<file path="src/rtl/clk_div_ctrl_pkg.sv">
`default_nettype none
// ============================================================================
// Module   : clk_div_ctrl_pkg
// Brief    : Default limits and FSM state encodings for the clock divider.
// Revision : 1.0 - initial release
// ============================================================================
package clk_div_ctrl_pkg;

    localparam int c_LIM_W_DEF   = 8;
    localparam int c_LIM_MIN_DEF = 1;
    localparam int c_LIM_MAX_DEF = 200;
    localparam int c_LIM_RST_DEF = 1;

    localparam logic [1:0] c_ST_STOP = 2'd0;
    localparam logic [1:0] c_ST_RUN  = 2'd1;
    localparam logic [1:0] c_ST_STEP = 2'd2;

endpackage
`default_nettype wire

</file>
<file path="src/rtl/clk_div_core.sv">
`default_nettype none
// ============================================================================
// Module   : clk_div_core
// Brief    : Half-period counter with active limit, divided clock and tick.
// Revision : 1.0 - initial release
// ============================================================================
module clk_div_core #(
    parameter int LIM_W   = 8,
    parameter int LIM_RST = 1
) (
    input  logic             i_clk,
    input  logic             i_reset_n,
    input  logic             i_enable,
    input  logic             i_load,
    input  logic [LIM_W-1:0] i_limit,
    output logic             o_clk,
    output logic             o_tick,
    output logic             o_wrap,
    output logic [LIM_W-1:0] o_active
);

    logic [LIM_W-1:0] r_cnt;
    logic [LIM_W-1:0] r_active;
    logic             r_clk;
    logic             r_tick;
    logic             w_wrap;

    assign w_wrap = i_enable && (r_cnt == r_active);

    // The new limit is adopted only at a wrap (or while stopped), so a
    // half-period is never cut short.
    always_ff @(posedge i_clk) begin
        if (!i_reset_n) begin
            r_cnt    <= '0;
            r_active <= LIM_W'(LIM_RST);
            r_clk    <= 1'b0;
            r_tick   <= 1'b0;
        end else begin
            r_tick <= w_wrap;
            if (w_wrap) begin
                r_cnt    <= '0;
                r_clk    <= ~r_clk;
                r_active <= i_limit;
            end else if (i_enable) begin
                r_cnt <= r_cnt + LIM_W'(1);
            end else if (i_load) begin
                r_cnt    <= '0;
                r_active <= i_limit;
            end
        end
    end

    assign o_clk    = r_clk;
    assign o_tick   = r_tick;
    assign o_wrap   = w_wrap;
    assign o_active = r_active;

endmodule
`default_nettype wire

</file>
<file path="src/rtl/clk_div_ctrl.sv">
`default_nettype none
// ============================================================================
// Module   : clk_div_ctrl
// Brief    : Command decode and RUN/STOP/STEP control for a programmable divider.
// Revision : 1.0 - initial release
// ============================================================================
module clk_div_ctrl
    import clk_div_ctrl_pkg::*;
#(
    parameter int LIM_W   = c_LIM_W_DEF,
    parameter int LIM_MIN = c_LIM_MIN_DEF,
    parameter int LIM_MAX = c_LIM_MAX_DEF,
    parameter int LIM_RST = c_LIM_RST_DEF
) (
    input  logic             i_clk,
    input  logic             i_reset_n,
    input  logic             i_inc,
    input  logic             i_dec,
    input  logic             i_run_tgl,
    input  logic             i_step,
    input  logic             i_show_tgl,
    output logic             o_clk_div,
    output logic             o_clk_out,
    output logic             o_tick,
    output logic [LIM_W-1:0] o_limit,
    output logic             o_running,
    output logic             o_show,
    output logic             o_pend
);

    localparam logic [LIM_W-1:0] c_MIN = LIM_W'(LIM_MIN);
    localparam logic [LIM_W-1:0] c_MAX = LIM_W'(LIM_MAX);
    localparam logic [LIM_W-1:0] c_RST = LIM_W'(LIM_RST);

    logic [1:0]       r_state,  w_state_nxt;
    logic [LIM_W-1:0] r_shadow, w_shadow_nxt;
    logic             r_show,   w_show_nxt;
    logic             r_step_half, w_step_half_nxt;
    logic             r_pend;
    logic             r_running;
    logic [LIM_W-1:0] w_active, w_active_nxt;
    logic             w_enable, w_load, w_wrap, w_clk_div, w_tick;

    assign w_enable     = (r_state != c_ST_STOP);
    assign w_load       = (r_state == c_ST_STOP) && (r_shadow != w_active);
    assign w_active_nxt = (w_wrap || w_load) ? r_shadow : w_active;

    clk_div_core #(
        .LIM_W   (LIM_W),
        .LIM_RST (LIM_RST)
    ) u_core (
        .i_clk     (i_clk),
        .i_reset_n (i_reset_n),
        .i_enable  (w_enable),
        .i_load    (w_load),
        .i_limit   (r_shadow),
        .o_clk     (w_clk_div),
        .o_tick    (w_tick),
        .o_wrap    (w_wrap),
        .o_active  (w_active)
    );

    always_comb begin
        w_state_nxt     = r_state;
        w_shadow_nxt    = r_shadow;
        w_show_nxt      = r_show;
        w_step_half_nxt = r_step_half;

        // A step covers a full period: stop again on the second toggle.
        if ((r_state == c_ST_STEP) && w_wrap) begin
            if (r_step_half) w_state_nxt     = c_ST_STOP;
            else             w_step_half_nxt = 1'b1;
        end

        if (i_inc) begin
            if (r_shadow < c_MAX) w_shadow_nxt = r_shadow + LIM_W'(1);
        end else if (i_dec) begin
            if (r_shadow > c_MIN) w_shadow_nxt = r_shadow - LIM_W'(1);
        end else if (i_run_tgl) begin
            w_state_nxt = (r_state == c_ST_RUN) ? c_ST_STOP : c_ST_RUN;
        end else if (i_step) begin
            if (r_state == c_ST_STOP) begin
                w_state_nxt     = c_ST_STEP;
                w_step_half_nxt = 1'b0;
            end
        end else if (i_show_tgl) begin
            w_show_nxt = ~r_show;
        end
    end

    always_ff @(posedge i_clk) begin
        if (!i_reset_n) begin
            r_state     <= c_ST_RUN;
            r_shadow    <= c_RST;
            r_show      <= 1'b0;
            r_step_half <= 1'b0;
            r_pend      <= 1'b0;
            r_running   <= 1'b1;
        end else begin
            r_state     <= w_state_nxt;
            r_shadow    <= w_shadow_nxt;
            r_show      <= w_show_nxt;
            r_step_half <= w_step_half_nxt;
            r_pend      <= (w_shadow_nxt != w_active_nxt);
            r_running   <= (w_state_nxt == c_ST_RUN);
        end
    end

    assign o_clk_div = w_clk_div;
    assign o_clk_out = w_clk_div & r_show;
    assign o_tick    = w_tick;
    assign o_limit   = r_shadow;
    assign o_running = r_running;
    assign o_show    = r_show;
    assign o_pend    = r_pend;

endmodule
`default_nettype wire

</file>
<file path="config.mk">
export PLATFORM = sky130hd
export DESIGN_NAME = clk_div_ctrl
export DESIGN_NICKNAME = d
export VERILOG_FILES = /design/src/rtl/clk_div_ctrl_pkg.sv /design/src/rtl/clk_div_core.sv /design/src/rtl/clk_div_ctrl.sv
export SDC_FILE = /design/constraint.sdc
export NUM_CORES = 1
export LEC_CHECK = 0
export BUFFER_PORTS_ARGS = -buffer_cell sky130_fd_sc_hd__buf_2
export CORE_MARGIN = 2
export CORE_UTILIZATION = 55
export CTS_CLUSTER_SIZE = 40
export DETAILED_ROUTE_END_ITERATION = 8
export GPL_TIMING_DRIVEN = 0
export PLACE_DENSITY = 0.75
export SYNTH_ARGS = -nofsm -noshare
export SYNTH_HDL_FRONTEND = slang
export SYNTH_SLANG_ARGS = --single-unit
</file>
<file path="constraint.sdc">
create_clock -name i_clk -period 6.05 [get_ports i_clk]
set_input_delay 0.605 -clock i_clk [delete_from_list [all_inputs] [get_ports i_clk]]
set_output_delay 0.605 -clock i_clk [all_outputs]
set_load 0.005 [all_outputs]
</file>
==> results of run 1 <==
## cells in the mapped netlist, drive strengths merged, types with 3 or more instances
master | n | area [um2]
dfxtp | 32 | 641
nor2 | 31 | 116
nand2 | 25 | 109
a21oi | 17 | 85.1
nand3 | 14 | 75.1
xnor2 | 14 | 149
xor2 | 12 | 113
buf | 10 | 92.6
a211oi | 6 | 45.0
nor3 | 6 | 30.0
nor4 | 6 | 73.8
and2 | 5 | 31.3
inv | 5 | 18.8
o21ai | 5 | 25.0
a31oi | 4 | 25.0
ha | 4 | 50.1
nand4 | 4 | 25.0
o31ai | 4 | 30.0
a2111oi | 3 | 32.5
a21o | 3 | 23.8
and3 | 3 | 18.8
and4 | 3 | 26.3
clkbuf | 3 | 11.3
nand3b | 3 | 22.5
nor3b | 3 | 22.5
## metal layers
metal  up-vias  global-route usage, %
met4         0                   8.93
met2        71                   39.6
met1       898                   30.9
met3        11                   5.74
li1        978                      -
met5         -                      0
## power by group
part	total, mW	switching, mW	internal, mW
logic	0.408	0.244	0.164
registers	0.274	0.0331	0.241
clock network	0.173	0.0810	0.0924
total	0.856	0.358	0.498
## cell families (layout without fill, tap and decap cells)
family / after synthesis / count (layout) / share of synthesized area, %
simple gates: 113 / 113 / 29.0
compound gates: 59 / 59 / 20.0
flops: 32 / 32 / 29.7
xor+xnor: 26 / 26 / 12.1
buf+inv: 19 / 46 / 5.86
fa+ha+maj: 4 / 4 / 2.32
mux: 2 / 2 / 0.929
## final cells by class
class | count | area (um2)
Buffer | 13 | 104
Clock buffer | 7 | 86.3
Clock inverter | 1 | 7.51
Fill cell | 323 | 1310
Inverter | 6 | 22.5
Multi-Input combinational cell | 204 | 1390
Sequential cell | 32 | 641
Tap cell | 48 | 60.1
Timing Repair Buffer | 19 | 95.1
## state kept, by name, summed over array words and instances (netlist names)
register / flops
r_state: 2
u_core.o_active: 8
o_show: 1
o_limit: 8
u_core.r_cnt: 8
o_running: 1
r_step_half: 1
u_core.o_clk: 1
o_pend: 1
u_core.o_tick: 1
## per-stage QoR
step	hold WS [ns]	std cells	cell area, um2	util, %
final	0.511	330	2400	64.7
after global placement	0.489	322	2310	62.2
after global routing	0.523	330	2400	64.7
after floorplan	0.469	255	2160	-
after CTS	0.512	330	2400	64.7
after detailed placement	0.502	322	2310	62.2
## critical path, cell delays in order, from the launching register on
cell and delay [ns]:
dfxtp_1 0.54, inv_1 0.14, ha_1 0.24, or2_1 0.27
a31oi_1 0.45, a32o_1 0.31, nor4bb_1 0.31, a31oi_1 0.07
o32ai_1 0.15, a41oi_1 0.17
## final timing paths
kind	startpoint	end	slack, ns	cells past startpoint
worst min register to register	u_core.o_active[2]$_SDFFE_PN0P_	u_core.o_active[2]$_SDFFE_PN0P_	0.51	2
worst min-delay path	u_core.o_active[2]$_SDFFE_PN0P_	u_core.o_active[2]$_SDFFE_PN0P_	0.51	2
worst max-delay path	o_limit[0]$_SDFF_PN1_	o_pend$_SDFF_PN0_	3.23	9
worst max register to register	o_limit[0]$_SDFF_PN1_	o_pend$_SDFF_PN0_	3.23	9
==> out/results.txt, run 1 <==
maximum vdd drop = 0.230 mV
Cell variety after synth = 60
antenna diode count = 0
Post-Synthesis Cell Area = 2160 um2
Post-synth EDFFs = 0
Post-Synthesis Cells = 255
most common cell after layout, fill and taps aside = dfxtp_1
TNS Setup = 0 ns
Ports = 21
initial antenna violation count = 0
global route overflow = 0
critical path type = flop to flop
final period demand of the worst path = 2.82 ns
DR top layer = met4
GRT Total Usage = 24.2%
first-pass GRT wire length = 8.09 mm
First DRT Iteration DRCs = 149
post-synthesis register bit count = 32
clk sink count = 32
Clock Latency Late Sink = 0.29 ns
vias in the first global route = 1751
Site Rows = 22
met1 WL = 2.21 mm
die width = 66.6 um
Tcrit/Tclk final = 46.6%
Area Growth Syn to Fin = 11.5%
Initial Util = 58.0%
Vias/cell = 5.93
drt total wl = 4.97 mm
Slew Limit Headroom = 58.4%
post-detail-place hpwl = 3.74 mm
routed via count = 1958
layout cell share with drive strength beyond 1 = 17.4%
cts repair resizes = 0
GP Congestion = 0.969
critical path required time = 6.17 ns
Avg Cell Area, Syn = 8.45 um2
drc violations = 0
startpoint types = flop
fin. max-slew vios = 0
Syn Nets = 266
Die Y-Extent = 66.6 um
Max clock buf depth = 2
Seq/Total Area, Yosys = 29.7%
CTS tree = built
Ys Warns = 0
worst hold-check path type = flop to flop
Core ar. = 3720 um2
fmax = 0.355 GHz
Pwr Density = 356 nW/um2
Tightest Pin Transition = 0.608 ns
Post-DRT Antenna Nets = 0
routed wl met2 = 2.33 mm
crit path max fanout = 9
Max-Cap Viols = 0
Critical Path AT = 2.94 ns
largest net degree at the start of global routing = 11
H-tree lvl count = 2
Initial DRT Pass Iterations = 4
post-cts hold buffer count = 0
Final Worst Setup Slack = 3.23 ns
Inserted Clock Buffers = 5
main flop type after synthesis = dfxtp_1
status = completed
most frequent cells in the layout = dfxtp_1, nor2_1, nand2_1
crit path capture type = flop
RSZ-0062 raised after global routing = false
I/O Buffers = 19
Clk pin slew, worst setup/hold paths = 0.07 ns
fin nets = 292
post-synthesis async set-or-reset flop share = 0%
clock skew = 0.00356 ns
Wirelength per Cell = 15.1 um
met3 routed WL = 330 um
Leakage = 0.933 nW
Root Driver = clkbuf_8
final setup violation count = 0
worst slack at placement = 3.30 ns
Post-CTS Setup Inserts = 0
Total Die Area = 4440 um2
total power draw = 0.856 mW
final hold viol count = 0
No activity file was read; power rests on OpenSTA's default activity.
==> inputs of run 2 (changes only) <==
--- a/config.mk
+++ b/config.mk
@@ -7,7 +7,7 @@
 export LEC_CHECK = 0
 export BUFFER_PORTS_ARGS = -buffer_cell sky130_fd_sc_hd__buf_2
 export CORE_MARGIN = 2
-export CORE_UTILIZATION = 55
+export CORE_UTILIZATION = 53
 export CTS_CLUSTER_SIZE = 40
 export DETAILED_ROUTE_END_ITERATION = 8
 export GPL_TIMING_DRIVEN = 0
==> constraint.sdc (replaced) <==
create_clock -name i_clk -period 2.27 [get_ports i_clk]
set_input_delay 0.227 -clock i_clk [delete_from_list [all_inputs] [get_ports i_clk]]
set_output_delay 0.227 -clock i_clk [all_outputs]
set_load 0.005 [all_outputs]
==> run 2 against run 1 <==
Final area up 14%. Combinational power rose to 3.6 times the previous value. Clock power rose to 2.7 times the previous value. Core utilization grew 5.0 points. Routed wire length is 16% higher. Register-to-register slack got worse by 3.2 ns. Clock skew rose by 0.0022 ns. Non-clock buffer count is 12 higher.
==> out/results.txt, run 2 (synthesis gave the netlist of run 1 again) <==
GRT Total Usage = 23.9% (-0.37 points)
routed wl met2 = 2.88 mm (+23%)
Final Worst Setup Slack = 0.0288 ns (-3.20 ns)
worst hold-check path type = primary input to flop
fillers = 311 (-3.7%)
Max-Cap Viols = 0 (unchanged)
crit path capture type = flop
vias in the first global route = 1691 (-3.4%)
Clock Latency Late Sink = 0.29 ns (about the same)
drt total wl = 5.77 mm (+16%)
GP Congestion = 0.865 (-11%)
I/O Buffers = 19 (unchanged)
worst slack at placement = -0.396 ns (-3.69 ns)
Crit path top cell by count = buf_6
slowest CP cell = nor4_4
Tcrit/Tclk final = 98.7% (+52 points)
layout cell share with drive strength beyond 1 = 33.7% (+16 points)
final hold viol count = 0 (unchanged)
post-detail-place hpwl = 3.58 mm (-4.4%)
crit path max fanout = 9 (unchanged)
post-cts hold buffer count = 0 (unchanged)
critical path, cell by cell = buf_6 -> xor2_2 -> nor4_4 -> a21o_1 -> buf_6 -> nand3_4 -> xnor2_2 -> a2111oi_4 -> a41oi_2
Pwr Density = 975 nW/um2 (+170%)
final setup violation count = 0 (unchanged)
crit-path max cell delay = 0.39 ns (-0.15 ns)
Ports = 21 (unchanged)
Initial Util = 54.7% (-3.3 points)
most common cell after layout, fill and taps aside = nor2_1
CTS tree = built
first-pass GRT wire length = 8.08 mm (-0.17%)
largest net degree at the start of global routing = 11 (unchanged)
met1 WL = 2.53 mm (+14%)
Max clock buf depth = 2 (unchanged)
most frequent cells in the layout = nor2_1, nand2_1, dfxtp_1
Final Non-Filler Cells = 344 (+4.2%)
Inserted Clock Buffers = 5 (unchanged)
Clk pin slew, worst setup/hold paths = 0.07 ns (about the same)
Post-DRT Antenna Nets = 0 (unchanged)
global route overflow = 0 (unchanged)
final period demand of the worst path = 2.24 ns (-0.576 ns)
initial antenna violation count = 0 (unchanged)
CP bufs+invs = 2 (+1)
Tightest Pin Transition = 0.548 ns (-0.0603 ns)
startpoint types = flop
Initial DRT Pass Iterations = 5 (+1)
critical path required time = 2.44 ns (-3.73 ns)
register area = 657 um2 (+2.5%)
placed insts = 324 (+0.62%)
Wirelength per Cell = 16.8 um (+11%)
DR top layer = met4
met3 routed WL = 267 um (-19%)
Leakage = 1.04 nW (+12%)
multi-input logic area = 1620 um2 (+17%)
Core ar. = 3940 um2 (+6.1%)
clock skew = 0.00579 ns (+0.00223 ns)
Vias/cell = 5.99 (+0.93%)
drc violations = 0 (unchanged)
die width = 67.8 um (+1.8%)
H-tree lvl count = 2 (unchanged)
clk sink count = 32 (unchanged)
status = completed
Area Growth Syn to Fin = 27.6%
routed via count = 2060 (+5.2%)
Root Driver = clkbuf_8
fmax = 0.446 GHz (+26%)
RSZ-0062 raised after global routing = true
Total Die Area = 4590 um2 (+3.5%)
Die Y-Extent = 67.8 um (+1.8%)
fin nets = 304 (+4.1%)
Critical Path AT = 2.41 ns (-0.53 ns)
antenna diode count = 0 (unchanged)
critical path type = flop to flop
Slew Limit Headroom = 63.5% (+5.1 points)
fin. max-slew vios = 0 (unchanged)
Site Rows = 23 (+4.5%)
First DRT Iteration DRCs = 244 (+64%)
Fin Hold WS = 0.161 ns (-0.350 ns)
Top delay family on crit path = compound AO/OA/AOI/OAI gates
maximum vdd drop = 0.510 mV (+120%)
TNS Setup = 0 ns (unchanged)
## run 2: final cells by class
type,count,share of cell area (%)
Buffer,13,4.00
Clock inverter,2,0.364
Clock buffer,6,3.00
Multi-Input combinational cell,204,58.9
Timing Repair Buffer,31,6.73
Tap cell,50,2.27
Inverter,6,0.819
Sequential cell,32,23.9
## run 2: timing repair
| item | 4_1_cts | 5_1_grt |
|---|---|---|
| pin swaps | 9 | 16 |
| gates resized for setup | 24 | 29 |
| buffers inserted | 5 | 7 |
| setup endpoints to repair | 1 | 1 |
## run 2: path summary, 6_finish.rpt
| check | start | end | slack (ns) | cells past startpoint |
|---|---|---|---|---|
| hold reg to reg | u_core.o_active[3]$_SDFFE_PN0P_ | u_core.o_active[3]$_SDFFE_PN0P_ | 0.49 | 2 |
| hold / removal | i_reset_n | o_limit[0]$_SDFF_PN1_ | 0.16 | 2 |
| setup reg to reg | u_core.o_active[7]$_SDFFE_PN0P_ | o_pend$_SDFF_PN0_ | 0.03 | 9 |
| setup / recovery | u_core.o_active[7]$_SDFFE_PN0P_ | o_pend$_SDFF_PN0_ | 0.03 | 9 |
## run 2: layer usage
layer,track usage [%],vias up
li1,-,1001
met3,4.17,9
met1,31.1,982
met5,0,-
met2,39.1,68
met4,9.50,0
## run 2: stage by stage
| step | util [%] | area [um2] | power (mW) |
|---|---|---|---|
| 2_1_floorplan | - | 2160 | 1.57 |
| 3_3_place_gp | 58.8 | 2320 | 1.80 |
| 3_5_place_dp | 58.8 | 2320 | 1.82 |
| 4_1_cts | 65.0 | 2560 | 2.42 |
| 5_1_grt | 69.8 | 2750 | 2.84 |
| 6_report | 69.8 | 2750 | 2.68 |
## run 2: where the power goes
group	internal (mW)	leakage (nW)	switching [mW]	total [mW]
Combinational	0.638	0.725	0.832	1.47
Clock	0.242	0.0510	0.230	0.472
Sequential	0.650	0.265	0.0887	0.739
Total	1.53	1.04	1.15	2.68
==> inputs of run 3 (changes only) <==
--- a/config.mk
+++ b/config.mk
@@ -5,13 +5,14 @@
 export SDC_FILE = /design/constraint.sdc
 export NUM_CORES = 1
 export LEC_CHECK = 0
+export ABC_AREA = 1
 export BUFFER_PORTS_ARGS = -buffer_cell sky130_fd_sc_hd__buf_2
 export CORE_MARGIN = 2
-export CORE_UTILIZATION = 53
+export CORE_UTILIZATION = 54
 export CTS_CLUSTER_SIZE = 40
 export DETAILED_ROUTE_END_ITERATION = 8
 export GPL_TIMING_DRIVEN = 0
-export PLACE_DENSITY = 0.75
+export PLACE_DENSITY = 0.76
 export SYNTH_ARGS = -nofsm -noshare
 export SYNTH_HDL_FRONTEND = slang
 export SYNTH_SLANG_ARGS = --single-unit
==> run 3 against run 2 <==
Sequential power decreased by 1%. Global-route usage is 1.5 points higher. Core utilization down 6.2 points. Largest cell class unchanged. Count of clock-buffer cells in the layout down 1. Largest power group unchanged. Die area is 3.1% higher.
==> out/results.txt, run 3 <==
internal power = 1.41 mW (-8.1%)
global route overflow = 0 (unchanged)
register area = 648 um2 (-1.3%)
Initial DRT Pass Iterations = 5 (unchanged)
startpoint types = flop
Ys Warns = 0 (unchanged)
most frequent cells in the layout = nand2_1, nor2_1, nand3_1
layout cell share with drive strength beyond 1 = 15.7% (-18 points)
post-synthesis register bit count = 32 (unchanged)
Max clock buf depth = 2 (unchanged)
Max-Cap Viols = 0 (unchanged)
Tcrit/Tclk final = 91.7% (-7.0 points)
switching fraction of total power = 41.3% (-1.6 points)
Tightest Pin Transition = 0.435 ns (-0.113 ns)
H-tree lvl count = 2 (unchanged)
Yosys top cell by area = dfxtp_1
Core ar. = 4030 um2 (+2.2%)
Yosys top cell area share = 28.2% (-1.5 points)
met3 routed WL = 298 um (+12%)
fin nets = 406 (+34%)
Ports = 21 (unchanged)
Vias/cell = 5.36 (-10%)
Seq/Total Area, Yosys = 28.2% (-1.5 points)
Cell variety after synth = 31 (-48%)
clock skew = 0.00339 ns (-0.00240 ns)
critical path required time = 2.44 ns (about the same)
Slew Limit Headroom = 71.0% (+7.5 points)
Post-Synthesis Cells = 368 (+44%)
maximum vdd drop = 0.693 mV (+36%)
critical path type = flop to flop
initial antenna violation count = 0 (unchanged)
antenna diode count = 0 (unchanged)
CTS tree = built
I/O Buffers = 19 (unchanged)
TNS Setup = 0 ns (unchanged)
Total Die Area = 4740 um2 (+3.1%)
Site Rows = 23 (unchanged)
vias in the first global route = 1986 (+17%)
RSZ-0062 raised after global routing = false
most common cell after layout, fill and taps aside = nand2_1
Post-synth EDFFs = 0 (unchanged)
worst hold-check path type = primary input to flop
GRT Total Usage = 25.4% (+1.5 points)
final hold viol count = 0 (unchanged)
multi-input logic area = 1370 um2 (-15%)
fillers = 399 (+28%)
GP Congestion = 0.825 (-4.6%)
met1 WL = 2.53 mm (+0.20%)
Post-Synthesis Cell Area = 2270 um2 (+5.3%)
fmax = 0.480 GHz (+7.7%)
First DRT Iteration DRCs = 207 (-15%)
Post-DRT Antenna Nets = 0 (unchanged)
routed wl met2 = 2.50 mm (-13%)
first-pass GRT wire length = 8.96 mm (+11%)
Seq pwr share = 30.5% (+2.9 points)
DP Area = 2430 um2 (+4.6%)
Comb pwr share = 46.3% (-8.5 points)
drc violations = 0 (unchanged)
clk sink count = 32 (unchanged)
drt total wl = 5.39 mm (-6.6%)
largest net degree at the start of global routing = 12 (+1)
Clk pwr share = 23.2% (+5.6 points)
synth top area cells = dfxtp_1, nand2_1, nand3_1
Clock Latency Late Sink = 0.29 ns (about the same)
Inserted Clock Buffers = 5 (unchanged)
crit path capture type = flop
DR top layer = met4
Critical Path AT = 2.25 ns (-0.16 ns)
fin. max-slew vios = 0 (unchanged)
Area Growth Syn to Fin = 12.8%
post-synthesis async set-or-reset flop share = 0% (unchanged)
Psw = 0.991 mW (-14%)
Die Y-Extent = 68.8 um (+1.6%)
Clk pin slew, worst setup/hold paths = 0.07 ns (about the same)
post-detail-place hpwl = 4.07 mm (+14%)
die width = 68.8 um (+1.6%)
main flop type after synthesis = dfxtp_1
status = completed
Avg Cell Area, Syn = 6.17 um2 (-27%)
post-route cell area = 2560 um2 (-6.9%)
Initial Util = 56.3% (+1.7 points)
Pwr Density = 936 nW/um2 (-4.0%)
post-cts hold buffer count = 0 (unchanged)
Fin Hold WS = 0.180 ns (+0.0195 ns)
Root Driver = clkbuf_8
Wirelength per Cell = 12.1 um (-28%)
crit path max fanout = 7 (-2)
Leakage = 1.31 nW (+26%)
most frequent cell after synthesis = nand2_1
commonest cells in the netlist = nand2_1, nor2_1, nand3_1
final period demand of the worst path = 2.08 ns (-0.160 ns)
routed via count = 2392 (+16%)
Syn Nets = 379 (+42%)
final setup violation count = 0 (unchanged)
run 3: cell type report:
cell class                 instances  area share [%]
tap                               50            2.44
sequential                        32            25.3
clock inverter                     3            1.66
inverter                          45            6.79
buffer                            10            3.47
timing repair buffer              20            4.01
clock buffer                       5            2.69
multi-input combinational        281            53.6
run 3: cells by family (layout without fill, tap and decap cells):
kind of cell	after synthesis	after routing	synth area share (%)
AND/OR/NAND/NOR	233	233	45.6
buffers and inverters	55	83	11.6
AO/OA/AOI/OAI	33	33	8.10
flip-flops	32	32	28.2
XOR/XNOR	11	11	4.24
adder cells (fa/ha/maj)	4	4	2.21
run 3: metal layers:
layer	track usage, %	up-vias
li1	-	1219
met1	35.6	1092
met2	40.0	74
met3	4.87	7
met4	6.37	0
met5	0	-
run 3: final timing paths:
check                                            start                endpoint  slack [ns]  cells after the start
worst max register to register   o_limit[1]$_SDFF_PN0_       o_pend$_SDFF_PN0_        0.19                     15
worst max-delay path             o_limit[1]$_SDFF_PN0_       o_pend$_SDFF_PN0_        0.19                     15
worst min register to register  r_step_half$_SDFF_PN0_  r_step_half$_SDFF_PN0_        0.46                      2
worst min-delay path                         i_reset_n   o_limit[0]$_SDFF_PN1_        0.18                      2
run 3: critical path, stage by stage (launching register included):
cell and delay [ns]:
dfxtp_4 0.38, inv_2 0.11, ha_1 0.22, nor2_1 0.06, nor2_1 0.19, nand3_2 0.15, nand2_1 0.09, nand2_1 0.05
o21ai_0 0.14, inv_1 0.08, nand3_1 0.09, nand2_1 0.05, nor2_1 0.09, nand2_1 0.09, nor2_1 0.11, nor2_1 0.04
run 3: power by group through the flow:
stage | clock [mW] | combinational, mW | sequential [mW]
global route | 0.584 | 1.26 | 0.749
global placement | 0 | 1.07 | 0.742
finish | 0.557 | 1.11 | 0.731
CTS | 0.561 | 1.10 | 0.731
floorplan | 0 | 0.872 | 0.731
detailed placement | 0 | 1.09 | 0.745
run 3: timing repair:
action,4_1_cts,5_1_grt
gates resized for setup,0,6
buffers inserted,0,1
endpoints found under the setup margin,0,1
run 3: metrics by stage:
stage | setup slack (ns) | instances | utilization (%) | power (mW)
6_report | 0.189 | 446 | 63.6 | 2.40
4_1_cts | 0.0140 | 445 | 63.0 | 2.39
3_3_place_gp | 0.0848 | 437 | 60.2 | 1.81
3_5_place_dp | 0.0782 | 437 | 60.2 | 1.83
5_1_grt | 0.0254 | 446 | 63.6 | 2.59
2_1_floorplan | 0.339 | 368 | - | 1.60
